[config.mk]
export PLATFORM = sky130hd
export DESIGN_NAME = fir_decim_fifo_flat
export DESIGN_NICKNAME = d
export VERILOG_FILES = /design/src/rtl/fir_decim_fifo_if.sv /design/src/rtl/fir_decim_fifo.sv /design/src/flat_wrapper.sv
export SDC_FILE = /design/constraint.sdc
export NUM_CORES = 1
export LEC_CHECK = 0
export BUFFER_PORTS_ARGS = -buffer_cell sky130_fd_sc_hd__buf_2
export CAP_MARGIN = 20
export CORE_ASPECT_RATIO = 0.9
export CORE_MARGIN = 1.5
export CORE_UTILIZATION = 30
export DETAILED_ROUTE_END_ITERATION = 16
export GPL_TIMING_DRIVEN = 0
export SYNTH_ARGS = -nofsm -noshare
export SYNTH_HDL_FRONTEND = slang
export SYNTH_SLANG_ARGS = --single-unit
[constraint.sdc]
create_clock -name CLK -period 7.9 [get_ports CLK]
set_input_delay 0.395 -clock CLK [delete_from_list [all_inputs] [get_ports CLK]]
set_output_delay 0.395 -clock CLK [all_outputs]
set_load 0.02 [all_outputs]
[src/rtl/fir_decim_fifo_if.sv]
// Handshake bundle between the FIR decimator/FIFO stage and its consumer.
// The stage drives the slave side. The testbench or framer drives the master side.
interface fir_decim_fifo_if #(
   parameter int DATA_W     = 16,
   parameter int FIFO_DEPTH = 8
);
   logic                          CLR;
   logic signed [DATA_W-1:0]      IN_DATA;
   logic signed [DATA_W-1:0]      OUT_DATA;
   logic                          OUT_VALID;
   logic                          OUT_READY;
   logic [$clog2(FIFO_DEPTH):0]   FIFO_COUNT;
   logic                          OVERFLOW;

   modport master (
      output CLR, IN_DATA, OUT_READY,
      input  OUT_DATA, OUT_VALID, FIFO_COUNT, OVERFLOW
   );

   modport slave (
      input  CLR, IN_DATA, OUT_READY,
      output OUT_DATA, OUT_VALID, FIFO_COUNT, OVERFLOW
   );
endinterface

[src/rtl/fir_decim_fifo.sv]
// FIR output stage. It skips the FIR warm-up samples and averages DECIM samples with rounding.
// Each result goes into a show-ahead FIFO with a valid/ready handshake toward the consumer.
module fir_decim_fifo #(
   parameter int DATA_W     = 16,
   parameter int DECIM      = 4,
   parameter int FIFO_DEPTH = 8,
   parameter int WARMUP     = 14
) (
   input  logic             CLK,
   input  logic             RSTN,
   fir_decim_fifo_if.slave  bus
);
   localparam int L     = $clog2(DECIM);
   localparam int ACC_W = DATA_W + L;
   localparam int PH_W  = (L > 0) ? L : 1;
   localparam int PTR_W = $clog2(FIFO_DEPTH);
   localparam int CNT_W = PTR_W + 1;
   localparam int WC_W  = $clog2(WARMUP + 1);
   localparam logic signed [ACC_W:0] HALF = (ACC_W+1)'(DECIM / 2);

   typedef enum logic {S_WARM, S_RUN} state_t;

   state_t                   state, state_nxt;
   logic [WC_W-1:0]          warm_cnt;
   logic                     warm_inc;

   logic signed [ACC_W-1:0]  acc_p0, acc_nxt, din_ext;
   logic [PH_W-1:0]          phase_p0;
   logic                     last, push;
   logic signed [DATA_W-1:0] res;

   logic signed [DATA_W-1:0] mem [FIFO_DEPTH];
   logic [PTR_W-1:0]         wr_ptr, rd_ptr;
   logic [CNT_W-1:0]         count;
   logic                     ovf, full, empty, pop, wr_en, ovf_set;

   // Rounds half toward +inf. The extra guard bit absorbs the +HALF at full scale.
   function automatic logic signed [DATA_W-1:0] round_avg(input logic signed [ACC_W-1:0] a);
      logic signed [ACC_W:0] t;
      t = (ACC_W+1)'(a) + HALF;
      t = t >>> L;
      return t[DATA_W-1:0];
   endfunction

   always_ff @(posedge CLK or negedge RSTN) begin
      if (!RSTN) begin
         state    <= S_WARM;
         warm_cnt <= '0;
      end else begin
         state <= state_nxt;
         if (warm_inc) warm_cnt <= warm_cnt + 1'b1;
      end
   end

   always_comb begin
      state_nxt = state;
      warm_inc  = 1'b0;
      case (state)
         S_WARM: begin
            warm_inc = 1'b1;
            if (warm_cnt == WC_W'(WARMUP - 1)) state_nxt = S_RUN;
         end
         default: ;
      endcase
   end

   // p0: accumulate the decimation group. The result is produced on the group's last sample.
   always_comb begin
      din_ext = ACC_W'(bus.IN_DATA);
      last    = (phase_p0 == PH_W'(DECIM - 1));
      acc_nxt = (phase_p0 == '0) ? din_ext : acc_p0 + din_ext;
      res     = round_avg(acc_nxt);
      push    = (state == S_RUN) && last && !bus.CLR;
   end

   always_ff @(posedge CLK or negedge RSTN) begin
      if (!RSTN) begin
         acc_p0   <= '0;
         phase_p0 <= '0;
      end else if (bus.CLR) begin
         acc_p0   <= '0;
         phase_p0 <= '0;
      end else if (state == S_RUN) begin
         acc_p0   <= acc_nxt;
         phase_p0 <= last ? '0 : phase_p0 + 1'b1;
      end
   end

   // A pop frees a slot on the same edge, so a full FIFO still accepts a push when it is read.
   always_comb begin
      full    = (count == CNT_W'(FIFO_DEPTH));
      empty   = (count == '0);
      pop     = !empty && bus.OUT_READY && !bus.CLR;
      wr_en   = push && (!full || pop);
      ovf_set = push && full && !pop;
   end

   always_ff @(posedge CLK or negedge RSTN) begin
      if (!RSTN) begin
         wr_ptr <= '0;
         rd_ptr <= '0;
         count  <= '0;
         ovf    <= 1'b0;
      end else if (bus.CLR) begin
         wr_ptr <= '0;
         rd_ptr <= '0;
         count  <= '0;
         ovf    <= 1'b0;
      end else begin
         if (wr_en) wr_ptr <= wr_ptr + 1'b1;
         if (pop)   rd_ptr <= rd_ptr + 1'b1;
         if (wr_en && !pop)      count <= count + 1'b1;
         else if (pop && !wr_en) count <= count - 1'b1;
         if (ovf_set) ovf <= 1'b1;
      end
   end

   always_ff @(posedge CLK) begin
      if (wr_en) mem[wr_ptr] <= res;
   end

   assign bus.OUT_VALID  = !empty;
   assign bus.OUT_DATA   = empty ? '0 : mem[rd_ptr];
   assign bus.FIFO_COUNT = count;
   assign bus.OVERFLOW   = ovf;
endmodule
[src/flat_wrapper.sv]
// flat-port wrapper written by rule: the top's interface ports become plain ports
module fir_decim_fifo_flat 
#(
   parameter int DATA_W     = 16,
   parameter int DECIM      = 4,
   parameter int FIFO_DEPTH = 8,
   parameter int WARMUP     = 14
)
  (CLK, RSTN, bus_CLR, bus_IN_DATA, bus_OUT_READY, bus_OUT_DATA, bus_OUT_VALID, bus_FIFO_COUNT, bus_OVERFLOW);
  fir_decim_fifo_if #(.DATA_W(DATA_W), .FIFO_DEPTH(FIFO_DEPTH)) bus_i ();
  input  logic CLK;
  input  logic RSTN;
  input wire logic [$bits(bus_i.CLR)-1:0] bus_CLR;
  input wire logic [$bits(bus_i.IN_DATA)-1:0] bus_IN_DATA;
  input wire logic [$bits(bus_i.OUT_READY)-1:0] bus_OUT_READY;
  output wire logic [$bits(bus_i.OUT_DATA)-1:0] bus_OUT_DATA;
  output wire logic [$bits(bus_i.OUT_VALID)-1:0] bus_OUT_VALID;
  output wire logic [$bits(bus_i.FIFO_COUNT)-1:0] bus_FIFO_COUNT;
  output wire logic [$bits(bus_i.OVERFLOW)-1:0] bus_OVERFLOW;
  assign bus_i.CLR = bus_CLR;
  assign bus_i.IN_DATA = bus_IN_DATA;
  assign bus_i.OUT_READY = bus_OUT_READY;
  assign bus_OUT_DATA = bus_i.OUT_DATA;
  assign bus_OUT_VALID = bus_i.OUT_VALID;
  assign bus_FIFO_COUNT = bus_i.FIFO_COUNT;
  assign bus_OVERFLOW = bus_i.OVERFLOW;
  fir_decim_fifo #(.DATA_W(DATA_W), .DECIM(DECIM), .FIFO_DEPTH(FIFO_DEPTH), .WARMUP(WARMUP)) u_core (.CLK(CLK), .RSTN(RSTN), .bus(bus_i));
endmodule
## Yosys cells after proc, flatten, opt, wreduce, memory -nomap -nowiden

Memories as Yosys holds them, arrays and structs flattened.
Index checks and enable logic that the tools add are counted.

| word-level totals | value |
|---|---|
| bits in registers | 36 |
| RAM bits | 128 |
| output and inout port bits | 22 |
| logic and storage cells | 62 |
| memories | 1 |

| cells by class | value |
|---|---|
| $add $sub $neg | 8 |
| eq/ne operators | 3 |
| mux-type cells | 20 |
| reduce and logical (&&, ||, !) cells | 22 |

Memory list:

| memory | words | width | rd ports | clocked after Yosys merged registers in | wr ports | line | text |
|---|---|---|---|---|---|---|---|
| u_core.mem | 8 | 16 | 1 | 0 | 1 | fir_decim_fifo.sv:32 | `logic signed [DATA_W-1:0] mem [FIFO_DEPTH];` |

Operators by type and width:

| cell | count |
|---|---|
| 2-to-1 mux 18 bit | 3 |
| adder 18 x 16 -> 18 bit | 1 |
| adder 18 x 3 -> 18 bit, second input constant | 1 |
| 2-to-1 mux 16 bit | 1 |
| 2-to-1 mux 3 bit | 4 |
| 2-to-1 mux 4 bit | 3 |
| logical AND 1 bit | 9 |
| adder 4 x 1 -> 4 bit, second input constant | 2 |
| == test 4 bit, second input constant | 2 |
| nonzero test 2 bit | 4 |
| adder 3 x 1 -> 3 bit, second input constant | 2 |
| 2-to-1 mux 1 bit | 6 |
| 2-to-1 mux 2 bit | 3 |
| zero test 1 bit | 5 |
| zero test 4 bit | 1 |
| subtractor 4 x 1 -> 4 bit, second input constant | 1 |
| nonzero test 3 bit | 1 |
| adder 2 x 1 -> 2 bit, second input constant | 1 |
| == test 2 bit, second input constant | 1 |
| zero test 2 bit | 1 |
| logical OR 1 bit | 1 |

## Longest topological paths before layout

Gate-level depths: netlist of run 1.

| depth | value |
|---|---|
| word-level depth | 11 |
| depth in mapped cells | 13 |
| depth with buffers taken out | 12 |

## Worst setup path before layout of run 1

Ideal clock, no wire load.

| timing path | value |
|---|---|
| kind | input port to flip-flop |
| start | input bus_IN_DATA[0] |
| end | memory u_core.mem[0][12] (data pin) |
| setup time | 223 ps |
| data arrival time | 3,059 ps |
| data required time | 7,677 ps |
| path slack | 4,618 ps |
| cell stages on the path | 10 |
| buffers on the path | 0 |
| cell sequence | ha_1 > fa_1 > a21o_2 > a22o_2 > o211ai_4 > xor2_1 > o21ai_0 > nand3_2 > nor4b_2 > xor2_1 |

| on the way | value |
|---|---|
| cells in the longest elaborated chain, start to end | 3 |

Ends and longest elaborated chain:

| element | line | text |
|---|---|---|
| start, declared | flat_wrapper.sv:14 | `input wire logic [$bits(bus_i.IN_DATA)-1:0] bus_IN_DATA;` |
| adder 18 x 16 -> 18 bit | fir_decim_fifo.sv:71 | `acc_nxt = (phase_p0 == '0) ? din_ext : acc_p0 + din_ext;` |
| 2-to-1 mux 18 bit * | fir_decim_fifo.sv:71 |  |
| adder 18 x 3 -> 18 bit * | fir_decim_fifo.sv:40 | `t = (ACC_W+1)'(a) + HALF;` |
| via u_core.res[12] | fir_decim_fifo.sv:30 | `logic signed [DATA_W-1:0] res;` |
| end, declared | fir_decim_fifo.sv:32 |  |

The timed path passes the listed nets; every way through them passes the cells marked *.

## Worst setup path after layout of run 1

| timing path | value |
|---|---|
| start | register u_core.acc_p0[0] |
| end | memory u_core.mem[4][12] (data pin) |

| on the way | value |
|---|---|
| cells in the longest elaborated chain, start to end | 3 |

Ends and longest elaborated chain:

| element | line | text |
|---|---|---|
| start, declared | fir_decim_fifo.sv:27 | `logic signed [ACC_W-1:0] acc_p0, acc_nxt, din_ext;` |
| start signal, assigned | fir_decim_fifo.sv:84 | `acc_p0 <= acc_nxt;` |
| adder 18 x 16 -> 18 bit | fir_decim_fifo.sv:71 |  |
| 2-to-1 mux 18 bit | fir_decim_fifo.sv:71 |  |
| adder 18 x 3 -> 18 bit | fir_decim_fifo.sv:40 |  |
| via u_core.res[12] | fir_decim_fifo.sv:30 |  |

The timed path passes the listed nets, and every way through them passes these cells.

==> impl_results.md, run 1 <==
* First-pass detailed-route iteration total at 4
* Data required, critical path at 8.06 ns
* RSZ-0062 raised after global routing: no
* Antenna violations before repair at 0
* Crit share post-route at 0.492
* Vias after detailed routing at 4972
* Worst R2R Path Depth at 10
* Number of cells after detailed placement at 983
* Count of cell types in the netlist at 67
* Die Wd at 176 µm
* Final setup violation count at 0
* Post-route setup TNS at 0 ns
* Final nets at 702
* Register area share after synthesis at 0.587
* Die area at 27900 µm²
* # rows at 56
* Post-CTS Setup Bufs at 0
* Yosys reg bits at 164
* CTS max path bufs at 2
* Endpoint type of the worst setup path: register
* Compound-Gate Fraction of Synth Area at 0.0819
* CTS Buf Count at 17
* HPWL after DPL at 13300 µm
* Vias in the first global route at 5018
* DRT iter0 DRCs at 380
* Crit-path max cell delay at 0.63 ns
* Main synth FF type: edfxtp_1
* # H-tree levels at 4
* Max-Cap Viols at 0
* Leak Pwr at 0.00346 µW
* Max Fclk at 0.257 GHz
* Crit start category: register
* Hold slack at 0.0698 ns
* CTS-repair resized insts at 0
* CP top delay family: compound AO/OA/AOI/OAI gates
* Overall routed net length at 18200 µm
* Slowest CP cell: o21ai_0
* Reg clk slew, reported paths at 0.07 ns
* Largest net degree at the start of global routing at 37
* Final ANT Viol Nets at 0
* Layout area overhead at 17.5%
* Core region area at 26300 µm²
* Worst Path Arrival at 4.04 ns
* Status: completed
* Number of cells on the critical path at 10
* TritonCTS clock tree: done
* Commonest non-fill, non-tap cell in the layout: edfxtp_1
* Non-Filler Instances at 1015
* Post-route cell area at 9490 µm²
* Dpl cell area at 8860 µm²
* Fin util at 0.361
* Post-Syn Area at 8080 µm²
* First-pass GRT wire length at 28900 µm
* GRT Util Overall at 0.138
* Synth Net Count at 634
* Drt drc at 0
* Post-Synth Simple-Gate Area at 0.108
* Layout cells sized above 1 at 0.216
* Min-Delay Path Class: input port to async pin
* Clock sink count at 164
* Hold buffer count at CTS at 0
* Kind of critical path: register to register
* Io pins at 42
* Worst vdd ir at 0.266 mV
* Skew final at 0.0147 ns
* Critical Path Most Common Cell: xor2_1
* Clk_lat worst skew at 0.42 ns
* Wirelength per Cell at 17.9 µm
* Slew @ Worst Pin at 0.985 ns
* Most frequent cells in the layout: 128 x edfxtp_1, 66 x nor2_1, 40 x buf_2
* Die height at 159 µm
* Mux contribution to synthesized area at 0.120
* Antenna diode count at 0
* Initial Utilization at 0.307
* Post-synth EDFFs at 128
* Post-synth ARST share at 0.220
* Post-synthesis xor/xnor area fraction at 0.0358
* Remaining Overflow, GRT at 0
* Avg Cell Area, Syn at 13.8 µm²
* IO Port Bufs at 40
* Root buffer cell: clkbuf_16
* Max-slew violations at 0
* CP cell instances: ha_1 -> fa_1 -> a21o_2 -> a22o_2 -> o211ai_4 -> xor2_1 -> o21ai_0 -> nand3_2 -> nor4b_2 -> xor2_1
* Final min period at 3.89 ns
* CP max FO at 8
* Yosys Warn Count at 0
* CP Buf/Inv Count at 0
* Pwr per Cell Area at 294 nW/µm²
* Gate Count Post-Synth at 586
* Relative slew slack at 0.344
* Routability-driven placement congestion ratio at 0.784
* Main combinational cell family by area after synthesis: multiplexers
* Fin. Hold Viols at 0
* Post-DR vias/cell at 4.90
* Adder-Cell Fraction of Synth Area at 0.0452
==> power by group <==
| group | switching [µW] | internal, µW | total (µW) |
|---|---|---|---|
| clock network | 344 | 535 | 879 |
| registers | 28.8 | 1030 | 1050 |
| logic | 540 | 319 | 859 |
==> cell families (layout without fill, tap and decap cells) <==
family                     Yosys count  in the layout
adders and majority gates           28             28
AOI/OAI and AO/OA                   90             90
and+or+nand+nor                    173            173
buffers and inverters               41            122
muxes                               57             57
DFF                                164            164
xor gates and xnor gates            33             33
==> Yosys cell counts (2+ instances only) <==
cell	count	area share
a311oi_1	2	0.0022
or3_4	2	0.0028
xor2_1	15	0.016
nand2b_1	4	0.0031
nor2b_1	2	0.0015
and3_1	6	0.0046
o21ai_0	15	0.0093
a211o_1	5	0.0054
o21a_1	4	0.0037
a21oi_1	17	0.011
edfxtp_1	128	0.48
or3_1	4	0.0031
nand3_1	10	0.0062
nor3b_1	2	0.0019
nor2_1	72	0.033
ha_1	26	0.040
a21o_1	3	0.0028
a2111o_1	2	0.0028
a211oi_1	10	0.0093
nor3_1	16	0.0099
inv_1	18	0.0084
a31oi_1	3	0.0023
a21o_2	2	0.0022
fa_1	2	0.0050
o211ai_1	5	0.0046
and2_1	3	0.0023
mux4_2	32	0.089
o21ai_1	3	0.0019
a21boi_0	2	0.0019
nand2_1	32	0.015
clkbuf_1	14	0.0065
dfrtp_1	36	0.11
nand4_1	5	0.0039
o31ai_1	2	0.0019
a2111oi_0	2	0.0022
buf_1	7	0.0033
xnor2_1	18	0.020
mux2i_1	25	0.031
clkbuf_8	2	0.0034
==> final cells by class <==
cell class | instances | area (µm²)
plain buffers | 23 | 106
clock buffers | 18 | 429
clock inverters | 14 | 199
fillers | 2541 | 16800
inverters | 18 | 67.6
multi-input cells | 381 | 3190
flip-flops and latches | 164 | 4740
well taps | 348 | 435
repair buffers | 49 | 324
==> final timing paths <==
path | end | start | slack, ns
hold / removal | u_core.bus.FIFO_COUNT[2]$_DFFE_PN0P_ | RSTN | 0.07
setup reg to reg | u_core.mem[4][12]$_DFFE_PP_ | u_core.acc_p0[0]$_DFFE_PN0P_ | 4.01
min in group CLK | u_core.acc_p0[14]$_DFFE_PN0P_ | bus_IN_DATA[14] | 0.31
max in group asynchronous | u_core.rd_ptr[2]$_DFFE_PN0P_ | RSTN | 7.28
setup / recovery | u_core.mem[4][12]$_DFFE_PP_ | u_core.acc_p0[0]$_DFFE_PN0P_ | 4.01
hold reg to reg | u_core.warm_cnt[3]$_DFFE_PN0N_ | u_core.warm_cnt[3]$_DFFE_PN0N_ | 0.47
==> per-layer routing <==
metal,GRT usage,part of all wire
met3,0.0284,0.035
met1,0.192,0.49
met2,0.220,0.47
met5,0,0
met4,0.0374,0.0074
==> sequential cells by signal, summed over array words and instances, names as in the netlist <==
register	cells
u_core.bus.OVERFLOW	1
u_core.acc_p0	18
u_core.warm_cnt	4
u_core.wr_ptr	3
u_core.bus.FIFO_COUNT	4
u_core.phase_p0	2
u_core.mem	128
u_core.rd_ptr	3
u_core.state	1
==> per-stage QoR <==
step	power, µW	setup slack (ns)
finish	2790	4.01
global route	2940	3.62
CTS	2820	4.02
detailed placement	1940	3.93
global placement	1920	3.60
floorplan	1670	4.62
No activity file was read; power rests on OpenSTA's default activity.
==> inputs of run 2 (changes only) <==
Settings changed: ABC_AREA from default to 1.
Clock period 7.9 ns to 3.8 ns, I/O delays scaled along.
==> impl_results.md, run 2 <==
* Status: completed
* Synth Net Count at 969
* Fin. Hold Viols at 0
* Die Wd at 181 µm
* Main synth FF type: edfxtp_1
* # rows at 58
* Worst R2R Path Depth at 11
* Min-Delay Path Class: input port to register
* Kind of critical path: register to register
* GRT Util Overall at 0.157
* Leak Pwr at 0.00407 µW
* Final setup violation count at 0
* Number of cells after detailed placement at 1330
* Synth cell count leaders: 158 x nand2_1, 128 x edfxtp_1, 127 x nor2_1
* CTS max path bufs at 2
* CP startpoint: u_core.acc_p0[0]$_DFFE_PN0P_
* Max-Cap Viols at 0
* Combinational share of power at 0.347
* Worst setup endpoint: u_core.mem[5][5]$_DFFE_PP_
* Reg clk slew, reported paths at 0.07 ns
* Initial Utilization at 0.306
* Post-synth ARST share at 0.220
* Root buffer cell: clkbuf_16
* Wirelength per Cell at 16.3 µm
* Top cell type's share of synthesized area at 0.449
* Data required, critical path at 3.90 ns
* Overall routed net length at 22300 µm
* Pwr per Cell Area at 593 nW/µm²
* Routability-driven placement congestion ratio at 0.840
* Sequential power share at 0.371
* Clock sink count at 164
* Drt drc at 0
* Cell taking the most area after synthesis: edfxtp_1
* Antenna violations before repair at 0
* Worst Path Arrival at 3.26 ns
* CP max FO at 8
* Die area at 29600 µm²
* # H-tree levels at 4
* Non-Filler Instances at 1363
* Endpoint type of the worst setup path: register
* Post-Syn Area at 8560 µm²
* Crit share post-route at 0.831
* Remaining Overflow, GRT at 0
* Vias in the first global route at 6401
* Commonest non-fill, non-tap cell in the layout: nand2_1
* First-pass GRT wire length at 35300 µm
* CTS Buf Count at 17
* DRT iter0 DRCs at 429
* Layout fillers at 2835
* Gate Count Post-Synth at 921
* Max-slew violations at 0
* HPWL after DPL at 16600 µm
* IO Port Bufs at 41
* Total chip power at 5890 µW
* Vias after detailed routing at 6517
* Yosys Warn Count at 0
* Max Fclk at 0.317 GHz
* Slew @ Worst Pin at 0.893 ns
* Core region area at 28000 µm²
* Reg2Reg Launch Point: u_core.acc_p0[0]$_DFFE_PN0P_
* Clock share of power at 0.282
* Worst vdd ir at 0.358 mV
* TritonCTS clock tree: done
* Register area share after synthesis at 0.554
* Post-route setup TNS at 0 ns
* Most flop-heavy register: u_core.mem
* Final nets at 1038
* Biggest regs: u_core.mem (128), u_core.acc_p0 (18)
* Post-synth EDFFs at 128
* Largest net degree at the start of global routing at 37
* RSZ-0062 raised after global routing: no
* Io pins at 42
* Max reg flops at 128
* Internal cell power at 3640 µW
* Synth top area cells: edfxtp_1 45%, dfrtp_1 11%, nand2_1 6.9%
* Flop2flop setup slack at 0.64 ns
* Die height at 163 µm
* Clk_lat worst skew at 0.43 ns
* Avg Cell Area, Syn at 9.30 µm²
* Layout area overhead at 16.0%
* Post-DR vias/cell at 4.78
* Skew final at 0.0118 ns
* Switching Share at 0.382
* Switching power at 2250 µW
* Crit Reg-Reg Endpoint: u_core.mem[5][5]$_DFFE_PP_
* Most frequent cells in the layout: 158 x nand2_1, 128 x edfxtp_1, 121 x nor2_1
* Yosys reg bits at 164
* Final min period at 3.16 ns
* Layout cells sized above 1 at 0.160
* Count leader, synth: nand2_1
* Crit start category: register
* First-pass detailed-route iteration total at 5
* Relative slew slack at 0.405
* Count of cell types in the netlist at 38
* Final ANT Viol Nets at 0
* Post-CTS Setup Bufs at 0
* Antenna diode count at 0
-- run 2: changes by cell type in the layout (fill, tap and decap cells not counted), sizes merged, moves of 20 or more --
cell / before / now
nand2: 32 / 179
o21ai: 18 / 109
inv: 24 / 101
nor2: 72 / 142
nand3: 12 / 77
mux4: 32 / 0
mux2i: 25 / 0
o22ai: 0 / 20
-- run 2: final cells by class --
cell class | count | area, µm² | share of cell area
plain buffers | 34 | 146 | 0.0147
clock buffers | 20 | 468 | 0.0471
clock inverters | 12 | 108 | 0.0108
inverters | 94 | 353 | 0.0355
multi-input cells | 629 | 3330 | 0.336
flip-flops and latches | 164 | 4740 | 0.478
well taps | 360 | 450 | 0.0454
repair buffers | 50 | 328 | 0.0330
-- run 2: worst max-delay path: stages, from the launching register on --
cell and delay (ns):
dfrtp_1 0.39, ha_1 0.27, fa_1 0.43, nand2_1 0.10
nand3_1 0.08, and2_4 0.15, inv_1 0.05, ha_1 0.18
nand3_1 0.13, nor2_2 0.24, nand3_1 0.13, xor2_1 0.69
-- run 2: per-stage QoR --
step	utilization	worst slack [ns]	cell area, µm²	hold WS [ns]
after global routing	0.354	0.397	9930	0.0967
final	0.354	0.642	9930	0.0946
after detailed placement	0.334	0.647	9340	0.352
after floorplan	-	1.25	8560	-0.106
after CTS	0.354	0.618	9930	0.0742
after global placement	0.329	0.663	9220	0.352
-- run 2: routing by layer --
layer | GRT usage | vias to the layer above | wire (µm)
li1 | - | 3268 | -
met1 | 0.207 | 3071 | 10400
met2 | 0.264 | 152 | 10400
met3 | 0.0305 | 26 | 1150
met4 | 0.0409 | 0 | 320
met5 | 0 | - | 0
-- run 2: power by group through the flow --
stage          clock [µW]  combinational [µW]  sequential (µW)
2_1_floorplan           0                1340             2220
3_3_place_gp            0                2020             2220
3_5_place_dp            0                2040             2220
4_1_cts              1690                2050             2180
5_1_grt              1770                2270             2190
6_report             1660                2040             2180
-- run 2: cell families after synthesis --
kind of cell	count (synthesis)	synth area share
AO/OA/AOI/OAI	161	0.101
AND/OR/NAND/NOR	424	0.227
adder cells (fa/ha/maj)	28	0.0427
buffers and inverters	128	0.0583
flip-flops	164	0.554
XOR/XNOR	16	0.0164
-- run 2: worst min path at each step --
stage	startpoint	end	slack [ns]	depth (start not counted)
final	bus_OUT_READY	u_core.rd_ptr[2]$_DFFE_PN0P_	0.09	3
after global routing	bus_OUT_READY	u_core.rd_ptr[2]$_DFFE_PN0P_	0.1	3
after CTS	bus_OUT_READY	u_core.rd_ptr[2]$_DFFE_PN0P_	0.07	3
after detailed placement	RSTN	u_core.acc_p0[11]$_DFFE_PN0P_	0.35	1
after global placement	RSTN	u_core.acc_p0[11]$_DFFE_PN0P_	0.35	1
after floorplan	RSTN	u_core.acc_p0[0]$_DFFE_PN0P_	-0.11	0
-- run 2: what timing repair did --
action                     4_1_cts  5_1_grt
setup endpoints to repair        0        0
hold buffers                     1        0
hold endpoints to repair        36        0
resized for setup                0        0
==> inputs of run 3 (changes only) <==
Settings changed: ABC_AREA 1 to 0.
Clock period 3.8 ns to 3.2 ns, I/O delays scaled along.
==> impl_results.md, run 3 (synthesis results as in run 1) <==
* Status: complete, but fails checks
* Failing checks: negative setup slack
* CP startpoint: u_core.acc_p0[6]$_DFFE_PN0P_
* Final setup violation count at 24
* First-pass GRT wire length at 28500 µm
* Initial Utilization at 0.307
* Antenna violations before repair at 0
* CP cell instances: ha_1 -> o21ai_0 -> and2b_4 -> a211o_1 -> xor2_1 -> a2111oi_4 -> buf_4 -> nand3_4 -> buf_4 -> nor3_4 -> xor2_2 -> buf_4
* Post-DR vias/cell at 4.94
* Most frequent cells in the layout: 128 x edfxtp_1, 65 x nor2_1, 41 x buf_2
* Layout cells sized above 1 at 0.292
* Most flop-heavy register: u_core.mem
* Max-Cap Viols at 0
* CP max FO at 8
* Leak Pwr at 0.00366 µW
* Worst R2R Path Depth at 12
* Layout area overhead at 23.4%
* Slowest CP cell: a2111oi_4
* Min-Delay Path Class: input port to register
* Remaining Overflow, GRT at 0
* CTS Buf Count at 17
* Clk_lat worst skew at 0.43 ns
* Vias after detailed routing at 5100
* Worst setup endpoint: u_core.mem[4][13]$_DFFE_PP_
* Data required, critical path at 3.38 ns
* Endpoint type of the worst setup path: register
* Wirelength per Cell at 17.9 µm
* Fin. Hold Viols at 0
* Commonest non-fill, non-tap cell in the layout: edfxtp_1
* Overall routed net length at 18500 µm
* Total chip power at 7130 µW
* Critical Path Most Common Cell: buf_4
* # rows at 56
* Worst Path Arrival at 3.45 ns
* Final ANT Viol Nets at 0
* Max reg flops at 128
* Routability-driven placement congestion ratio at 0.799
* Root buffer cell: clkbuf_16
* Vias in the first global route at 5080
* GRT Util Overall at 0.138
* Worst vdd ir at 0.421 mV
* Crit share post-route at 1.02
* Kind of critical path: register to register
* Crit-path max cell delay at 0.45 ns
* Antenna diode count at 0
* Drt drc at 0
* # H-tree levels at 4
* Slew @ Worst Pin at 0.895 ns
* Io pins at 42
* HPWL after DPL at 13100 µm
* RSZ-0062 raised after global routing: yes
* Crit start category: register
* Pwr per Cell Area at 715 nW/µm²
* Post-route cell area at 9970 µm²
* Reg clk slew, reported paths at 0.07 ns
* Flop2flop setup slack at -0.08 ns
* First-pass detailed-route iteration total at 4
* DRT iter0 DRCs at 413
* Skew final at 0.0111 ns
* Reg2Reg Launch Point: u_core.acc_p0[6]$_DFFE_PN0P_
* Final nets at 719
* Clock sink count at 164
* Worst Slack Setup Final at -0.0757 ns
* Post-route setup TNS at -1.40 ns
* Largest net degree at the start of global routing at 37
* Biggest regs: u_core.mem (128), u_core.acc_p0 (18)
* Die area at 27900 µm²
* Dpl cell area at 8860 µm²
* Die height at 159 µm
* TritonCTS clock tree: done
* Crit Reg-Reg Endpoint: u_core.mem[4][13]$_DFFE_PP_
* IO Port Bufs at 40
* Final min period at 3.28 ns
* Core region area at 26300 µm²
* Max Fclk at 0.305 GHz
* Max-slew violations at 0
* Die Wd at 176 µm
* CTS max path bufs at 2
* Relative slew slack at 0.400
[run 3: stage by stage]
stage / util / hold WS, ns / cells / worst slack [ns]
final: 0.380 / 0.0639 / 1032 / -0.0757
after CTS: 0.371 / 0.0494 / 1022 / -0.0867
after detailed placement: 0.337 / 0.304 / 982 / -0.618
after global routing: 0.380 / 0.0736 / 1032 / -0.190
after floorplan: - / -0.136 / 586 / 0.0790
after global placement: 0.332 / 0.309 / 974 / -0.961
[run 3: how the worst min path moves through the flow]
stage                                from                                    to  slack [ns]  cells past startpoint
after floorplan                      RSTN          u_core.acc_p0[0]$_DFFE_PN0P_       -0.14                      0
after global placement               RSTN  u_core.bus.FIFO_COUNT[2]$_DFFE_PN0P_        0.31                      1
after detailed placement             RSTN  u_core.bus.FIFO_COUNT[2]$_DFFE_PN0P_        0.30                      1
after CTS                 bus_IN_DATA[14]         u_core.acc_p0[14]$_DFFE_PN0P_        0.05                      3
after global routing      bus_IN_DATA[14]         u_core.acc_p0[14]$_DFFE_PN0P_        0.07                      3
final                     bus_IN_DATA[14]         u_core.acc_p0[14]$_DFFE_PN0P_        0.06                      3
[run 3: final cells by class]
type | count | area [µm²]
Tap cell | 348 | 435
Timing Repair Buffer | 66 | 462
Inverter | 18 | 67.6
Sequential cell | 164 | 4740
Fill cell | 2481 | 16300
Clock inverter | 14 | 198
Buffer | 23 | 131
Clock buffer | 18 | 429
Multi-Input combinational cell | 381 | 3500
[run 3: power breakdown]
group / internal (µW) / switching [µW]
Combinational: 933 / 1410
Clock: 1320 / 858
Sequential: 2530 / 82.3
Total: 4780 / 2350
[run 3: critical path: cells and delay by family (launching register included)]
family	cells	cell delay, ns
AO/OA/AOI/OAI	3	0.87
buffers and inverters	3	0.54
AND/OR/NAND/NOR	3	0.50
adder cells (fa/ha/maj)	1	0.42
flip-flops	1	0.40
XOR/XNOR	2	0.28
[run 3: per-layer routing]
metal / global-route usage / part of all wire / vias to the layer above / wire, µm
met1: 0.185 / 0.48 / 2570 / 8820
met5: 0 / 0 / - / 0
met4: 0.0334 / 0.0095 / 0 / 176
li1: - / - / 2420 / -
met2: 0.227 / 0.47 / 96 / 8750
met3: 0.0303 / 0.039 / 14 / 714
[run 3: what timing repair did]
action / in CTS / in global routing
pin swaps: 9 / 8
setup endpoints to repair: 106 / 88
buffers inserted: 7 / 11
endpoints found under the hold margin: 36 / 0
hold buffers: 1 / 0
gates resized for setup: 35 / 29
